## src/rtl/mc_control_fsm.sv

```systemverilog
// -----------------------------------------------------------------------------
// mc_control_fsm -- main multicycle control unit of the MIPS core.
//
// Decodes Opcode and steps the datapath through fetch / decode / execute /
// memory / writeback. FETCH, MEM_RD and MEM_WR each last MEM_LAT cycles.
// All outputs are Moore-decoded from the state register. The only exception
// is PCWrite in BRANCH, which also depends on Zero.
//
// Optional feature macro: OVF_TRAP_EN
//   defined   : signed add/sub/addi overflow diverts to EXCEPT (EPC load,
//               PC <- ExcAddr). The register write is skipped.
//   undefined : Overflow is ignored, EXCEPT is unreachable, EPCWrite = 0.
//
// Ports
//   clk, reset_n         clock (rising edge), async active-low reset
//   Opcode, Funct        IR[31:26], IR[5:0]
//   Break                from ALU control, 1 when Funct == 6'h0d
//   Zero, Overflow       ALU flags
//   ALUOp                000 add, 001 sub, 010 by Funct, 011 xor, 100 and
//   ALUSrcA/ALUSrcB      ALU operand selects
//   IorD                 memory address select
//   MemRead/MemWrite     memory strobes
//   IRWrite/RegWrite     instruction register and register file writes
//   RegDst/MemToReg      register file write selects
//   PCWrite/PCSource     PC load and PC source select
//   EPCWrite, ExcAddr    exception PC load and exception vector
//   Halted, State        break indication and debug state encoding
// -----------------------------------------------------------------------------
module mc_control_fsm #(
  parameter int          MEM_LAT    = 1,
  parameter logic [31:0] EXC_VECTOR = 32'h0000_0080
) (
  input  logic        clk,
  input  logic        reset_n,
  input  logic [5:0]  Opcode,
  input  logic [5:0]  Funct,
  input  logic        Break,
  input  logic        Zero,
  input  logic        Overflow,
  output logic [2:0]  ALUOp,
  output logic        ALUSrcA,
  output logic [1:0]  ALUSrcB,
  output logic        IorD,
  output logic        MemRead,
  output logic        MemWrite,
  output logic        IRWrite,
  output logic        RegWrite,
  output logic        RegDst,
  output logic        MemToReg,
  output logic        PCWrite,
  output logic [1:0]  PCSource,
  output logic        EPCWrite,
  output logic [31:0] ExcAddr,
  output logic        Halted,
  output logic [3:0]  State
);

  typedef enum logic [3:0] {
    S_FETCH    = 4'd0,
    S_DECODE   = 4'd1,
    S_MEM_ADDR = 4'd2,
    S_MEM_RD   = 4'd3,
    S_LOAD_WB  = 4'd4,
    S_MEM_WR   = 4'd5,
    S_R_EXEC   = 4'd6,
    S_R_WB     = 4'd7,
    S_BRANCH   = 4'd8,
    S_JUMP     = 4'd9,
    S_IMM_EXEC = 4'd10,
    S_IMM_WB   = 4'd11,
    S_HALT     = 4'd12,
    S_EXCEPT   = 4'd13,
    S_IDLE     = 4'd15
  } state_e;

  localparam logic [5:0] OP_RTYPE = 6'h00;
  localparam logic [5:0] OP_J     = 6'h02;
  localparam logic [5:0] OP_BEQ   = 6'h04;
  localparam logic [5:0] OP_BNE   = 6'h05;
  localparam logic [5:0] OP_ADDI  = 6'h08;
  localparam logic [5:0] OP_ANDI  = 6'h0c;
  localparam logic [5:0] OP_XORI  = 6'h0e;
  localparam logic [5:0] OP_LW    = 6'h23;
  localparam logic [5:0] OP_SW    = 6'h2b;

  localparam logic [3:0] LAST_CNT = 4'(MEM_LAT - 1);

  state_e     state_q, state_d;
  logic [3:0] cnt_q, cnt_d;
  logic       last_cycle;
  logic       counting;

  // NOTE: state flops use non-blocking assignments so every flop samples
  // the pre-edge value of its neighbours.
  always_ff @(posedge clk or negedge reset_n) begin
    if (!reset_n) begin
      state_q <= S_IDLE;
      cnt_q   <= '0;
    end else begin
      state_q <= state_d;
      cnt_q   <= cnt_d;
    end
  end

  assign last_cycle = (cnt_q == LAST_CNT);
  assign counting   = (state_q == S_FETCH) || (state_q == S_MEM_RD) ||
                      (state_q == S_MEM_WR);

`ifdef OVF_TRAP_EN
  logic r_trap, imm_trap;
  // Only the signed add/sub forms trap. ADDU/SUBU never do.
  assign r_trap   = Overflow && ((Funct == 6'h20) || (Funct == 6'h22));
  assign imm_trap = Overflow && (Opcode == OP_ADDI);
`else
  logic unused_inputs;
  assign unused_inputs = ^{Funct, Overflow};
`endif

  // Next-state logic and latency counter.
  always_comb begin
    // NOTE: defaults come first so every path assigns every signal, which
    // keeps this block free of inferred latches.
    state_d = state_q;
    unique case (state_q)
      S_IDLE:     state_d = S_FETCH;
      S_FETCH:    if (last_cycle) state_d = S_DECODE;
      S_DECODE: begin
        unique case (Opcode)
          OP_RTYPE:                 state_d = Break ? S_HALT : S_R_EXEC;
          OP_LW, OP_SW:             state_d = S_MEM_ADDR;
          OP_BEQ, OP_BNE:           state_d = S_BRANCH;
          OP_J:                     state_d = S_JUMP;
          OP_ADDI, OP_ANDI, OP_XORI: state_d = S_IMM_EXEC;
          default:                  state_d = S_FETCH;   // unknown opcode: nop
        endcase
      end
      S_MEM_ADDR: state_d = (Opcode == OP_LW) ? S_MEM_RD : S_MEM_WR;
      S_MEM_RD:   if (last_cycle) state_d = S_LOAD_WB;
      S_MEM_WR:   if (last_cycle) state_d = S_FETCH;
`ifdef OVF_TRAP_EN
      S_R_EXEC:   state_d = r_trap ? S_EXCEPT : S_R_WB;
      S_IMM_EXEC: state_d = imm_trap ? S_EXCEPT : S_IMM_WB;
`else
      S_R_EXEC:   state_d = S_R_WB;
      S_IMM_EXEC: state_d = S_IMM_WB;
`endif
      S_HALT:     state_d = S_HALT;                     // sticky until reset
      default:    state_d = S_FETCH;                    // all writeback/branch/jump/except
    endcase

    // The counter restarts on every state change, so it reads 0 on the first
    // cycle of any multi-cycle state.
    cnt_d = '0;
    if ((state_d == state_q) && counting) cnt_d = cnt_q + 4'd1;
  end

  // Moore output decode.
  always_comb begin
    ALUOp    = 3'b000;
    ALUSrcA  = 1'b0;
    ALUSrcB  = 2'b00;
    IorD     = 1'b0;
    MemRead  = 1'b0;
    MemWrite = 1'b0;
    IRWrite  = 1'b0;
    RegWrite = 1'b0;
    RegDst   = 1'b0;
    MemToReg = 1'b0;
    PCWrite  = 1'b0;
    PCSource = 2'b00;
    EPCWrite = 1'b0;
    Halted   = 1'b0;
    unique case (state_q)
      S_FETCH: begin
        MemRead = 1'b1;
        ALUSrcB = 2'b01;
        IRWrite = last_cycle;   // single-shot loads on the final memory cycle
        PCWrite = last_cycle;
      end
      S_DECODE:   ALUSrcB = 2'b11;                   // branch target into ALUOut
      S_MEM_ADDR: begin
        ALUSrcA = 1'b1;
        ALUSrcB = 2'b10;
      end
      S_MEM_RD: begin
        MemRead = 1'b1;
        IorD    = 1'b1;
      end
      S_LOAD_WB: begin
        RegWrite = 1'b1;
        MemToReg = 1'b1;
      end
      S_MEM_WR: begin
        MemWrite = 1'b1;
        IorD     = 1'b1;
      end
      S_R_EXEC: begin
        ALUSrcA = 1'b1;
        ALUOp   = 3'b010;
      end
      S_R_WB: begin
        RegWrite = 1'b1;
        RegDst   = 1'b1;
      end
      S_BRANCH: begin
        ALUSrcA  = 1'b1;
        ALUOp    = 3'b001;
        PCSource = 2'b01;
        PCWrite  = (Opcode == OP_BEQ) ? Zero : !Zero;
      end
      S_JUMP: begin
        PCSource = 2'b10;
        PCWrite  = 1'b1;
      end
      S_IMM_EXEC: begin
        ALUSrcA = 1'b1;
        ALUSrcB = 2'b10;
        if (Opcode == OP_ANDI)      ALUOp = 3'b100;
        else if (Opcode == OP_XORI) ALUOp = 3'b011;
      end
      S_IMM_WB:   RegWrite = 1'b1;
      S_HALT:     Halted = 1'b1;
`ifdef OVF_TRAP_EN
      S_EXCEPT: begin
        EPCWrite = 1'b1;
        PCSource = 2'b11;
        PCWrite  = 1'b1;
      end
`endif
      default: ;                                     // IDLE: all strobes low
    endcase
  end

  assign ExcAddr = EXC_VECTOR;
  assign State   = state_q;

endmodule
```

## config.mk

```make
export PLATFORM = sky130hd
export DESIGN_NAME = mc_control_fsm
export DESIGN_NICKNAME = d
export VERILOG_FILES = /design/src/rtl/mc_control_fsm.sv
export SDC_FILE = /design/constraint.sdc
export NUM_CORES = 1
export LEC_CHECK = 0
export BUFFER_PORTS_ARGS = -buffer_cell sky130_fd_sc_hd__buf_4
export CORE_MARGIN = 2
export CORE_UTILIZATION = 45
export DETAILED_ROUTE_END_ITERATION = 8
export GPL_TIMING_DRIVEN = 0
export PLACE_DENSITY = 0.85
export SYNTH_ARGS = -nofsm -noshare
export SYNTH_HDL_FRONTEND = slang
export SYNTH_SLANG_ARGS = --single-unit
```

## constraint.sdc

```tcl
create_clock -name clk -period 4.5 [get_ports clk]
set_clock_uncertainty 0.15 [all_clocks]
set_input_delay 0.225 -clock clk [delete_from_list [all_inputs] [get_ports clk]]
set_output_delay 0.225 -clock clk [all_outputs]
set_load 0.01 [all_outputs]
```

==> reports/results.ini <==
[status]
status=finished, final reports clean

[critical_path]
critPathKind=reg -> out
startpoint_type=flop
worstPathRequired_ns=4.12
worstPathArrival_ns=1.96
path_max_fanout=10
worstSetupEndpointType=output pin

[synthesis]
synth_seq_area_share_pct=19.1
ys.warnings.count=0
synth-async-reset-ratio_pct=100
ys_ff_latch=8
synthTopCellsByCount=buf_4 (35), nor2_1 (17), nor3_1 (8)
synth_edf_count=0
yosysMostFrequentCell=buf_4
ys.flop_type=dfstp_2
syn_inst=145
syn_area_per_cell_um2=7.40
yosys.area.top_type_share_pct=24.5
synthDistinctLibCells=42
synth_top_cell_by_area=buf_4
synth_area_um2=1070
synthTopCellsByArea=buf_4 (24%), dfstp_2 (9.8%), dfrtp_1 (9.3%)

[grt]
grt_first_pass_wirelength_um=3910
antenna_found_initial=0
grt_max_degree=11
track_usage_pct=18.5
grt_remaining_overflow=0
grt_pass1_vias=891

[sta]
min_period_ns=2.34
setup_viol=0
report.final.slew_viol_count=0
hold_viol=0
timing.setup.tns_ns=0
rsz0062_at_grt=no
fmax_ghz=0.428
min_period_over_period_pct=51.9
timing.hold.ws_ns=0.00606

[pwr]
p_leak_uw=0.000760
seqPwrFrac_pct=21.3
peakVddDrop_v=0.000200
finalPower_uw=440
comb_power_share_pct=64.1
switching_share_pct=41.9
clkPwrFrac_pct=14.6
p_sw_uw=184
p_int_uw=256
power.density_nw_per_um2=299

[final_layout]
multi_input_area_um2=662
fillCellCount=203
drive_gt1_share_pct=36.8
regArea_um2=205
final_net_count=229
num_antenna_cells=0
area_growth_pct=37.1

[floorplan]
core_region_area_um2=2230
die_x_um=52.8
die_h_um=52.8
start_util_pct=48.1
ios=71
dieArea_um2=2790
rows=17

[detailed_routing]
drc=0
ant_nets=0
vias=1086
avgRoutedWirePerCell_um=10.6
first_pass_iters=4
drt-initial-drc-count=30
via_per_inst=4.58
drt_wl_total_um=2500

[place]
hpwl_um=2010
io_buffers=28
gp_congestion=0.824

[clock_network]
hold_buffers=1
postCtsSetupBuffers=0
cts_tree=built
cts_buffers=3
ctsHtreeMaxLevel=1
cts.sinks=8
root_buffer=clkbuf_4
clock_path_buffers=2
path_clk_slew_ns=0.07
clock_latency_ns=0.27
post_cts_resized=0

[worst_hold_path]
hold_class=in -> reg

[run]
drv_cap=0

final cells by class:
class	instances	area share, %
plain buffers	43	20.9
clock buffers	4	1.79
inverters	4	1.02
multi-input cells	121	45.0
flip-flops and latches	8	13.9
well taps	28	2.38
repair buffers	29	15.0
worst max-delay path, stage by stage (launching register included):
cell	delay, ns
dfrtp_1	0.41
inv_1	0.07
ha_1	0.13
or3b_1	0.38
clkbuf_1	0.24
o21bai_1	0.16
and3b_1	0.18
buf_4	0.12
sequential cells by signal (all words and copies together), names as in the netlist:
register	cells
State	4
cnt_q	4
metrics by stage:
step                cells  utilization [%]  setup slack [ns]  area, um2
detailed placement    232             64.3              2.48       1440
floorplan             176                -              2.70       1190
global placement      232             64.3              2.51       1440
global route          237             65.9              2.04       1470
finish                237             65.9              2.16       1470
CTS                   237             65.9              2.18       1470
metal layers:
layer | up-vias | global-route usage, % | wire [um]
met1 | 466 | 23.6 | 1050
met2 | 60 | 30.8 | 1210
li1 | 555 | - | -
met4 | 0 | 8.12 | 38
met3 | 5 | 2.29 | 210
met5 | - | 0 | 0
logic make-up (layout without fill, tap and decap cells):
| kind of cell | count (synthesis) | in the layout | synth area share (%) |
|---|---|---|---|
| adders and majority gates | 2 | 2 | 2.33 |
| DFF | 8 | 8 | 19.1 |
| buffers and inverters | 47 | 80 | 30.1 |
| other | 2 | 33 | 0.700 |
| AOI/OAI and AO/OA | 24 | 24 | 14.8 |
| and+or+nand+nor | 57 | 57 | 28.9 |
| xor gates and xnor gates | 5 | 5 | 4.08 |
final timing paths:
kind / startpoint / endpoint / slack (ns) / cells after the start
max: cnt_q[0] / PCWrite / 2.16 / 7
min: Opcode[4] / State[1] / 0.006 / 2
max reg2reg: cnt_q[0] / State[0] / 2.56 / 7
min reg2reg: cnt_q[0] / cnt_q[0] / 0.34 / 1
max in group asynchronous: reset_n / State[3] / 3.83 / 2
min in group asynchronous: reset_n / cnt_q[3] / 0.15 / 2
power by group through the flow:
| stage | logic, uW | registers (uW) | clock network, uW |
|---|---|---|---|
| 6_report | 282 | 93.8 | 64.4 |
| 5_1_grt | 306 | 94.7 | 71.0 |
| 4_1_cts | 280 | 93.8 | 65.5 |
| 3_5_place_dp | 278 | 95.1 | 0 |
| 3_3_place_gp | 273 | 92.7 | 0 |
| 2_1_floorplan | 184 | 95.4 | 0 |
placed cells by master (no fill, tap or decap), types with 2 or more instances in the layout:
| cell type | count |
|---|---|
| nor2_1 | 17 |
| xnor2_1 | 2 |
| nand3_1 | 2 |
| nand2_1 | 6 |
| a21oi_1 | 7 |
| o21ai_0 | 4 |
| nand4_1 | 2 |
| nor4_1 | 2 |
| nand2b_1 | 7 |
| o21bai_1 | 2 |
| xor2_1 | 3 |
| dfstp_2 | 4 |
| inv_1 | 4 |
| clkbuf_4 | 3 |
| or2_2 | 2 |
| dfrtp_1 | 4 |
| conb_1 | 33 |
| buf_6 | 2 |
| clkbuf_1 | 7 |
| buf_4 | 63 |
| a211oi_1 | 2 |
| ha_1 | 2 |
| nor3_1 | 8 |
(Power assumes the default switching activity.)
